**src/rtl/riscv_pkg.sv**
```systemverilog
`default_nettype none
// ----------------------------------------------------------------------------
// riscv_pkg: shared record format and TX state encoding for the store tap.
// Rev 1.0
// ----------------------------------------------------------------------------
package riscv_pkg;

    localparam logic [7:0]  REC_SYNC_BYTE = 8'hA5;
    localparam int unsigned REC_LEN       = 8;

    typedef enum logic [1:0] {
        TX_IDLE  = 2'd0,
        TX_START = 2'd1,
        TX_DATA  = 2'd2,
        TX_STOP  = 2'd3
    } tx_state_t;

    typedef struct packed {
        logic [3:0]  en;
        logic [13:0] addr;
        logic [31:0] data;
    } store_rec_t;

    function automatic logic [7:0] rec_byte(input logic [2:0] idx, input store_rec_t rec);
        logic [7:0] b;
        b = REC_SYNC_BYTE;
        case (idx)
            3'd0:    b = REC_SYNC_BYTE;
            3'd1:    b = {rec.en, 4'b0000};
            3'd2:    b = {2'b00, rec.addr[13:8]};
            3'd3:    b = rec.addr[7:0];
            3'd4:    b = rec.data[31:24];
            3'd5:    b = rec.data[23:16];
            3'd6:    b = rec.data[15:8];
            default: b = rec.data[7:0];
        endcase
        return b;
    endfunction

endpackage
`default_nettype wire

```
**src/rtl/store_fifo.sv**
```systemverilog
`default_nettype none
// ----------------------------------------------------------------------------
// store_fifo: synchronous FIFO; push is refused when full before any pop.
// Rev 1.0
// ----------------------------------------------------------------------------
module store_fifo #(
    parameter int WIDTH = 50,
    parameter int DEPTH = 16
) (
    input  logic                    clk,
    input  logic                    reset_n,
    input  logic                    i_push,
    input  logic [WIDTH-1:0]        i_data,
    input  logic                    i_pop,
    output logic [WIDTH-1:0]        o_data,
    output logic [$clog2(DEPTH):0]  o_count,
    output logic                    o_full,
    output logic                    o_empty
);
    localparam int AW = $clog2(DEPTH);

    logic [WIDTH-1:0] mem_q [DEPTH];
    logic [AW-1:0]    wr_ptr_q, wr_ptr_d;
    logic [AW-1:0]    rd_ptr_q, rd_ptr_d;
    logic [AW:0]      count_q, count_d;
    logic             do_push, do_pop;

    always_comb begin
        o_full   = (count_q == (AW+1)'(DEPTH));
        o_empty  = (count_q == '0);
        do_push  = i_push && !o_full;
        do_pop   = i_pop && !o_empty;
        wr_ptr_d = do_push ? wr_ptr_q + AW'(1) : wr_ptr_q;
        rd_ptr_d = do_pop  ? rd_ptr_q + AW'(1) : rd_ptr_q;
        count_d  = count_q;
        if (do_push && !do_pop) begin
            count_d = count_q + (AW+1)'(1);
        end else if (!do_push && do_pop) begin
            count_d = count_q - (AW+1)'(1);
        end
    end

    always_ff @(posedge clk or negedge reset_n) begin
        if (!reset_n) begin
            wr_ptr_q <= '0;
            rd_ptr_q <= '0;
            count_q  <= '0;
        end else begin
            wr_ptr_q <= wr_ptr_d;
            rd_ptr_q <= rd_ptr_d;
            count_q  <= count_d;
        end
    end

    always_ff @(posedge clk) begin
        if (do_push) begin
            mem_q[wr_ptr_q] <= i_data;
        end
    end

    assign o_data  = mem_q[rd_ptr_q];
    assign o_count = count_q;

endmodule
`default_nettype wire

```
**src/rtl/dmem_store_uart_tap.sv**
```systemverilog
`default_nettype none
// ----------------------------------------------------------------------------
// dmem_store_uart_tap: captures core stores and streams 8-byte 8N1 records.
// Rev 1.0
// ----------------------------------------------------------------------------
module dmem_store_uart_tap
    import riscv_pkg::*;
#(
    parameter int CLK_FREQ_HZ = 100000000,
    parameter int BAUD        = 115200,
    parameter int FIFO_DEPTH  = 16
) (
    input  logic                         clk,
    input  logic                         reset_n,
    input  logic [13:0]                  i_dmem_addr,
    input  logic [31:0]                  i_dmem_write_data,
    input  logic [3:0]                   i_dmem_write_enable,
    output logic                         o_uart_tx,
    output logic                         o_busy,
    output logic [$clog2(FIFO_DEPTH):0]  o_fifo_count,
    output logic                         o_overflow
);
    localparam int             DIV      = CLK_FREQ_HZ / BAUD;
    localparam int             CW       = (DIV > 1) ? $clog2(DIV) : 1;
    localparam logic [CW-1:0]  DIV_LOAD = CW'(DIV - 1);
    localparam logic [2:0]     LAST_BYTE = 3'(REC_LEN - 1);

    tx_state_t     state_q, state_d;
    logic [CW-1:0] div_q, div_d;
    logic [2:0]    bit_q, bit_d;
    logic [2:0]    byte_q, byte_d;
    logic          tx_q, tx_d;
    logic          overflow_q, overflow_d;

    logic          push, pop, bit_end;
    logic          fifo_full, fifo_empty;
    store_rec_t    push_rec, head;
    logic [7:0]    cur_byte;

    assign push     = |i_dmem_write_enable;
    assign push_rec = '{en: i_dmem_write_enable, addr: i_dmem_addr, data: i_dmem_write_data};

    store_fifo #(
        .WIDTH ($bits(store_rec_t)),
        .DEPTH (FIFO_DEPTH)
    ) u_fifo (
        .clk     (clk),
        .reset_n (reset_n),
        .i_push  (push),
        .i_data  (push_rec),
        .i_pop   (pop),
        .o_data  (head),
        .o_count (o_fifo_count),
        .o_full  (fifo_full),
        .o_empty (fifo_empty)
    );

    // The head entry is only released by pop, so it stays stable for the whole record.
    always_comb begin
        state_d    = state_q;
        div_d      = div_q;
        bit_d      = bit_q;
        byte_d     = byte_q;
        tx_d       = tx_q;
        pop        = 1'b0;
        overflow_d = overflow_q | (push & fifo_full);
        cur_byte   = rec_byte(byte_q, head);
        bit_end    = (div_q == '0);

        case (state_q)
            TX_IDLE: begin
                tx_d = 1'b1;
                if (!fifo_empty) begin
                    state_d = TX_START;
                    tx_d    = 1'b0;
                    div_d   = DIV_LOAD;
                    byte_d  = 3'd0;
                end
            end
            TX_START: begin
                if (bit_end) begin
                    state_d = TX_DATA;
                    tx_d    = cur_byte[0];
                    bit_d   = 3'd0;
                    div_d   = DIV_LOAD;
                end else begin
                    div_d = div_q - CW'(1);
                end
            end
            TX_DATA: begin
                if (bit_end) begin
                    div_d = DIV_LOAD;
                    if (bit_q == 3'd7) begin
                        state_d = TX_STOP;
                        tx_d    = 1'b1;
                    end else begin
                        bit_d = bit_q + 3'd1;
                        tx_d  = cur_byte[bit_q + 3'd1];
                    end
                end else begin
                    div_d = div_q - CW'(1);
                end
            end
            TX_STOP: begin
                if (bit_end) begin
                    if (byte_q == LAST_BYTE) begin
                        state_d = TX_IDLE;
                        pop     = 1'b1;
                        tx_d    = 1'b1;
                        byte_d  = 3'd0;
                    end else begin
                        state_d = TX_START;
                        byte_d  = byte_q + 3'd1;
                        tx_d    = 1'b0;
                        div_d   = DIV_LOAD;
                    end
                end else begin
                    div_d = div_q - CW'(1);
                end
            end
            default: begin
                state_d = TX_IDLE;
                tx_d    = 1'b1;
            end
        endcase
    end

    always_ff @(posedge clk or negedge reset_n) begin
        if (!reset_n) begin
            state_q    <= TX_IDLE;
            div_q      <= '0;
            bit_q      <= '0;
            byte_q     <= '0;
            tx_q       <= 1'b1;
            overflow_q <= 1'b0;
        end else begin
            state_q    <= state_d;
            div_q      <= div_d;
            bit_q      <= bit_d;
            byte_q     <= byte_d;
            tx_q       <= tx_d;
            overflow_q <= overflow_d;
        end
    end

    assign o_uart_tx  = tx_q;
    assign o_busy     = (state_q != TX_IDLE);
    assign o_overflow = overflow_q;

endmodule
`default_nettype wire

```
**config.mk**
```make
export PLATFORM = sky130hd
export DESIGN_NAME = dmem_store_uart_tap
export DESIGN_NICKNAME = d
export VERILOG_FILES = /design/src/rtl/riscv_pkg.sv /design/src/rtl/store_fifo.sv /design/src/rtl/dmem_store_uart_tap.sv
export SDC_FILE = /design/constraint.sdc
export NUM_CORES = 1
export LEC_CHECK = 0
export BUFFER_PORTS_ARGS = -buffer_cell sky130_fd_sc_hd__buf_2
export CORE_MARGIN = 4
export CORE_UTILIZATION = 60
export DETAILED_ROUTE_END_ITERATION = 7
export HOLD_SLACK_MARGIN = 0.05
export PLACE_DENSITY = 0.77
export SYNTH_ARGS = -nofsm -noshare
export SYNTH_HDL_FRONTEND = slang
export SYNTH_HIERARCHICAL = 1
export SYNTH_SLANG_ARGS = --single-unit
```
**constraint.sdc**
```tcl
create_clock -name clk -period 6.7 [get_ports clk]
set_clock_uncertainty 0.15 [all_clocks]
set_input_delay 0.67 -clock clk [delete_from_list [all_inputs] [get_ports clk]]
set_output_delay 0.67 -clock clk [all_outputs]
set_load 0.02 [all_outputs]
```
# [Word-level counts from Yosys, hierarchy flattened]
# Memories as Yosys holds them, arrays and structs flattened.
# Index checks and enable logic that the tools add are counted.
[word_totals] ramBits=800 word_cells=98 n_memories=1 inputBits=52 output_inout_bits=8 register_bits=33
[memory_table] memory="u_fifo.mem_q" words=16 width=50 read_ports=1 rd_clocked_by_memory_dff=0 wr=1 line="store_fifo.sv:22" text="logic [WIDTH-1:0] mem_q [DEPTH];"
[op_classes] add_sub_neg=7 n_mux=36 order_cmp=1 eq_ne=19 bitwise=2 reduce_logical=23
[op_table] operator="one-hot mux 8 bit (7 select lines)" count=1
[op_table] operator="two-way mux 10 bit" count=4
[op_table] operator="one-hot mux 10 bit (3 select lines)" count=1
[op_table] operator="two-way mux 3 bit" count=6
[op_table] operator="equality test 3 bit, second input constant" count=5
[op_table] operator="two-way mux 1 bit" count=12
[op_table] operator="inequality test 2 bit, second input constant" count=6
[op_table] operator="one-hot mux 3 bit (2 select lines)" count=2
[op_table] operator="zero test 10 bit" count=1
[op_table] operator="two-way mux 2 bit" count=5
[op_table] operator="two-way mux 5 bit" count=2
[op_table] operator="subtractor 10 x 1 -> 10 bit, second input constant" count=1
[op_table] operator="adder 4 x 1 -> 4 bit, second input constant" count=2
[op_table] operator="one-hot mux 2 bit (4 select lines)" count=1
[op_table] operator="nonzero test 2 bit" count=4
[op_table] operator="adder 3 x 1 -> 3 bit, second input constant" count=2
[op_table] operator="equality test 3 x 2 -> 1 bit, second input constant" count=2
[op_table] operator="AND reduction 3 bit" count=2
[op_table] operator="adder 5 x 1 -> 5 bit, second input constant" count=1
[op_table] operator="equality test 5 bit, second input constant" count=1
[op_table] operator="zero test 5 bit" count=1
[op_table] operator="AND reduction 5 bit" count=1
[op_table] operator="subtractor 5 x 1 -> 5 bit, second input constant" count=1
[op_table] operator="equality test 2 bit, second input constant" count=2
[op_table] operator="16 further kinds" count=22

# [Logic depth before layout (Yosys ltp)]
[depth] depth_word=8 depth_mapped=15 mapped_depth_nobuf=14

# [Cells and area by module]
# The synthesis kept the hierarchy.
[modules_own_cells] module="store_fifo" instances=1 area_per_inst_um2=31392.6 cells_each=1526 seq_area_each_um2=24348.4
[modules_own_cells] module="dmem_store_uart_tap" instances=1 area_per_inst_um2=1729.2 cells_each=196 seq_area_each_um2=501.7

# [Least setup slack after synthesis]
# OpenSTA, ideal clock, no wires.
[synth_path] kind="input to register" start="in i_dmem_write_enable[0]" end="mem u_fifo.mem_q[3][0] (enable)" required_time_ps=6031 setup_ps=519 n_path_buf=0 stages=4 arrival_time_ps=4689 slack_ps=1342 path_cell_list="or4_1 -> a21boi_2 -> nand2_1 -> nor3_1"
[synth_between] elab_chain_cells=4
[synth_rtl] element="start, declared" line="dmem_store_uart_tap.sv:17" text="input logic [3:0] i_dmem_write_enable,"
[synth_rtl] element="OR reduction 4 bit" line="dmem_store_uart_tap.sv:40" text="assign push = |i_dmem_write_enable;"
[synth_rtl] element="logical AND 1 bit" line="store_fifo.sv:31" text="do_push = i_push && !o_full;"
[synth_rtl] element="named net u_fifo.do_push" line="store_fifo.sv:26" text="logic do_push, do_pop;"
[synth_rtl] element="two-way mux 1 bit" line="store_fifo.sv:56" text="if (do_push) begin"
[synth_rtl] element="two-way mux 1 bit (implied by the code)" line="store_fifo.sv:57" text="mem_q[wr_ptr_q] <= i_data;"
[synth_rtl] element="end, declared" line="store_fifo.sv:22"
# The timed path passes the listed nets, and every way through them passes these cells.

==> impl_results.html <==
<table>
<tr><th>Metric</th><th>Value</th></tr>
<tr><th colspan="2">Run status</th></tr>
<tr><td>Outcome</td><td>complete, no violations</td></tr>
<tr><th colspan="2">Timing</th></tr>
<tr><td>Final hold vios</td><td>0</td></tr>
<tr><td>Max Fclk</td><td>~230 MHz</td></tr>
<tr><td>Slew @ Worst Pin</td><td>~1.2 ns</td></tr>
<tr><td>Unrepaired setup endpoints after global routing</td><td>false</td></tr>
<tr><td>Minimum clock period after layout</td><td>between 4 and 5 ns</td></tr>
<tr><td>Total Negative Setup Slacks</td><td>0 ns</td></tr>
<tr><td>Final critical-path share of the clock period</td><td>0.645</td></tr>
<tr><td>Pins over their slew limit</td><td>0</td></tr>
<tr><td>Worst slew margin</td><td>0.220</td></tr>
<tr><td>Final setup violation count</td><td>0</td></tr>
<tr><td>PnR worst setup slack</td><td>around 2.4 ns</td></tr>
<tr><th colspan="2">Finish</th></tr>
<tr><td>Most used cells in the layout excluding fill and tap cells</td><td>sky130_fd_sc_hd__edfxtp_1 (800), sky130_fd_sc_hd__mux2i_1 (204), sky130_fd_sc_hd__mux4_2 (100)</td></tr>
<tr><td>Number of nets in the finished design</td><td>between 1500 and 2000</td></tr>
<tr><td>Most common cell after layout, fill and taps aside</td><td>sky130_fd_sc_hd__edfxtp_1</td></tr>
<tr><td>Share of layout cells above drive strength 1</td><td>0.193</td></tr>
<tr><td>Layout overhead on the synthesized area</td><td>11.1%</td></tr>
<tr><th colspan="2">Route</th></tr>
<tr><td>Detailed Route WL</td><td>roughly 75000 um</td></tr>
<tr><td>Ratio of routed vias to standard cells</td><td>between 6 and 7</td></tr>
<tr><td>DRC Markers</td><td>0</td></tr>
<tr><td>Residual antenna-violating net count after detailed routing</td><td>0</td></tr>
<tr><td>Number of detailed-routing iterations run before antenna repair</td><td>8</td></tr>
<tr><td>Routed length per instance</td><td>around 29 um</td></tr>
<tr><td>Starting DRC count in detailed routing</td><td>2145</td></tr>
<tr><td>Total vias in the final route</td><td>between 15000 and 20000</td></tr>
<tr><th colspan="2">Clock network</th></tr>
<tr><td>Post-CTS clock slew at the launch and capture registers of the worst setup and hold paths</td><td>~0.060 ns</td></tr>
<tr><td>Number of buffers created by CTS</td><td>81</td></tr>
<tr><td>H-tree lvl count</td><td>3</td></tr>
<tr><td>Worst-skew pair later-pin latency</td><td>0.62 ns</td></tr>
<tr><td>Number of hold-repair buffers added at the cts stage</td><td>1</td></tr>
<tr><td>Number of instances resized during post-cts repair</td><td>0</td></tr>
<tr><td>Clock sink count</td><td>833</td></tr>
<tr><td>Post CTS Setup Buffer Count</td><td>0</td></tr>
<tr><td>Root Driver</td><td>sky130_fd_sc_hd__clkbuf_16</td></tr>
<tr><td>TritonCTS clock tree</td><td>done</td></tr>
<tr><td>Largest buffer count on any clock path</td><td>3</td></tr>
<tr><th colspan="2">Global routing</th></tr>
<tr><td>Vias in the first global route</td><td>approximately 18000</td></tr>
<tr><td>Largest net degree at the start of global routing</td><td>77</td></tr>
<tr><td>Antenna violations before repair</td><td>5</td></tr>
<tr><td>Global-route total usage across every layer</td><td>0.255</td></tr>
<tr><td>First-pass GRT wire length</td><td>112000 um</td></tr>
<tr><td>Congestion Overflow GR</td><td>0</td></tr>
<tr><th colspan="2">Place</th></tr>
<tr><td>Global placer's final weighted congestion</td><td>roughly 0.84</td></tr>
<tr><td>Post-placement setup slack</td><td>between 2 and 2.5 ns</td></tr>
<tr><td>PortBufs</td><td>59</td></tr>
<tr><td>DP Wirelength</td><td>about 40000 um</td></tr>
<tr><th colspan="2">Synthesis</th></tr>
<tr><td>Cell count after synthesis</td><td>around 1700</td></tr>
<tr><td>Mean cell area of the mapped netlist</td><td>about 19 um2</td></tr>
<tr><td>Synth top area cells</td><td>sky130_fd_sc_hd__edfxtp_1 (73%), sky130_fd_sc_hd__mux4_2 (6.8%), sky130_fd_sc_hd__mux2i_1 (6.2%)</td></tr>
<tr><td>Share of synthesized flip-flops with an asynchronous set or reset</td><td>0.0396</td></tr>
<tr><td>Synth Cell Area</td><td>about 33000 um2</td></tr>
<tr><td>Most used flip-flop cell after synthesis</td><td>sky130_fd_sc_hd__edfxtp_1</td></tr>
<tr><td>Number of flops mapped to enable cells by yosys</td><td>800</td></tr>
<tr><td>Register area share after synthesis</td><td>0.750</td></tr>
<tr><td>Net count after synthesis</td><td>roughly 1800</td></tr>
<tr><td>Register bit total from synthesis</td><td>~830</td></tr>
<tr><td>Distinct cell type count after synthesis</td><td>between 60 and 70</td></tr>
<tr><td>Biggest area consumer among synthesized cells</td><td>sky130_fd_sc_hd__edfxtp_1</td></tr>
<tr><td>Area share of the largest cell type after synthesis</td><td>0.725</td></tr>
<tr><td>Number of warning messages in the yosys log</td><td>6</td></tr>
<tr><th colspan="2">Setup path</th></tr>
<tr><td>Worst Reg2Reg Path Length in Cells</td><td>10</td></tr>
<tr><td>Critical path fanouts, max</td><td>41</td></tr>
<tr><td>Crit path required time</td><td>7.09 ns</td></tr>
<tr><td>Reg2Reg Capture Point</td><td>o_uart_tx</td></tr>
<tr><td>Start-to-end type of the worst setup path</td><td>flip-flop to flip-flop</td></tr>
<tr><td>Arrival @ worst endpoint</td><td>around 4.7 ns</td></tr>
<tr><td>Cell with the largest stage delay on the worst path</td><td>sky130_fd_sc_hd__dfrtp_4</td></tr>
<tr><td>Startpoint of the most critical setup path</td><td>u_fifo/rd_ptr_q[1]</td></tr>
<tr><td>Crit path launch type</td><td>flip-flop</td></tr>
<tr><td>Cell family contributing the most delay on the critical path</td><td>compound AO/OA/AOI/OAI gates</td></tr>
<tr><td>Critical path's most frequent cell</td><td>sky130_fd_sc_hd__buf_4</td></tr>
<tr><td>Cells traversed along the worst timing path</td><td>buf_4 &gt; buf_4 &gt; mux4_2 &gt; a22oi_1 &gt; nand2_1 &gt; a222oi_1 &gt; o21ai_0 &gt; a221oi_1 &gt; a221oi_2 &gt; a311o_1</td></tr>
<tr><td>Kind of capture point of the worst setup path</td><td>flip-flop</td></tr>
<tr><td>Critical register-to-register path startpoint</td><td>u_fifo/rd_ptr_q[1]</td></tr>
<tr><td>Timing endpoint of the critical path</td><td>o_uart_tx</td></tr>
<tr><td>FF-to-FF setup slack</td><td>roughly 2.4 ns</td></tr>
<tr><td>Levels on crit path</td><td>10</td></tr>
<tr><td>Delay of the slowest cell on the worst path</td><td>between 0.7 and 0.8 ns</td></tr>
<tr><td>CP bufs+invs</td><td>2</td></tr>
<tr><th colspan="2">Floorplan</th></tr>
<tr><td>Total die area</td><td>59000 um2</td></tr>
<tr><td>Core region area</td><td>between 50000 and 60000 um2</td></tr>
<tr><td>Overall die height</td><td>~240 um</td></tr>
<tr><td>Initial Util</td><td>0.611</td></tr>
<tr><td>Die Wd</td><td>243 um</td></tr>
<tr><td>Site row count</td><td>85</td></tr>
<tr><td>Ports</td><td>60</td></tr>
<tr><th colspan="2">Power</th></tr>
<tr><td>Maximum VDD drop</td><td>262 uV</td></tr>
<tr><td>Power Dens Cells</td><td>about 360 nW/um2</td></tr>
<tr><td>Static Leakage</td><td>between 10 and 15 nW</td></tr>
<tr><th colspan="2">Hold path</th></tr>
<tr><td>Path category of the worst min-delay check</td><td>input port to flip-flop</td></tr>
<tr><th colspan="2">Job</th></tr>
<tr><td>Max-capacitance violation count</td><td>0</td></tr>
</table>
[where the power goes]
part | total (mW) | internal [mW] | switching (mW)
Sequential | 6.96 | 6.71 | 0.251
Clock | 4.47 | 2.59 | 1.88
Combinational | 1.68 | 0.433 | 1.25
[how the worst min path moves through the flow]
stage / startpoint / slack [ns] / cells after the start / endpoint
2_1_floorplan: reset_n / 0.22 / 0 / bit_q[0]
3_5_place_dp: o_overflow / 0.31 / 1 / o_overflow
4_1_cts: i_dmem_addr[0] / 0.25 / 1 / u_fifo/mem_q[5][32]
3_3_place_gp: o_overflow / 0.32 / 1 / o_overflow
5_1_grt: i_dmem_addr[0] / 0.27 / 1 / u_fifo/mem_q[5][32]
6_report: i_dmem_write_data[8] / 0.28 / 1 / u_fifo/mem_q[2][8]
[per-stage QoR]
step                total power, mW  area [um2]  instances  utilization  hold slack, ns
CTS                            13.2       36800       2566        0.678           0.249
global route                   13.6       36800       2567        0.678           0.270
floorplan                      7.94       33100       1722            -           0.224
global placement               8.62       34100       2414        0.630           0.316
finish                         13.1       36800       2567        0.678           0.275
detailed placement             8.72       34100       2414        0.630           0.315
[cell type report]
cell class,count,area [um2]
multi-input cells,774,7750
clock buffers,103,2150
well taps,696,871
diodes,1,2.50
flip-flops and latches,833,24900
repair buffers,95,618
clock inverters,48,473
inverters,17,63.8
fillers,3384,17500
[registers in the layout, summed over array words and instances, names as in the netlist]
signal           cells
u_fifo/mem_q       800
div_q               10
u_fifo/o_count       5
u_fifo/rd_ptr_q      4
u_fifo/wr_ptr_q      4
bit_q                3
byte_q               3
state_q              2
o_overflow           1
o_uart_tx            1
[cell families after synthesis]
group / count (synthesis) / synth area share
flip-flops: 833 / 0.750
XOR/XNOR: 16 / 0.00423
AO/OA/AOI/OAI: 274 / 0.0645
adder cells (fa/ha/maj): 24 / 0.00929
multiplexers: 308 / 0.131
buffers and inverters: 115 / 0.0195
AND/OR/NAND/NOR: 152 / 0.0212
[layer usage]
metal  global-route usage  vias to the layer above  wire length [um]
met3               0.0438                      169              7090
met2                0.399                      942             35900
met5                    0                        -                39
met1                0.375                     9004             30300
li1                     -                     7297                 -
met4               0.0791                        6              2160
[Yosys cell counts (all sizes together) (4+ instances only)]
master and count:
or4 4, nand2 82, inv 17, xnor2 14, nor3 12, o21ai 66, dfrtp 32, a22oi 57
mux2 4, a21o 6, nor2 28, a21oi 6, buf 63, ha 23, a211oi 5, a222oi 4
edfxtp 800, a221oi 105, clkbuf 35, mux2i 204, nand3 5, mux4 100
Note: power is estimated with default switching activity, not from simulation.
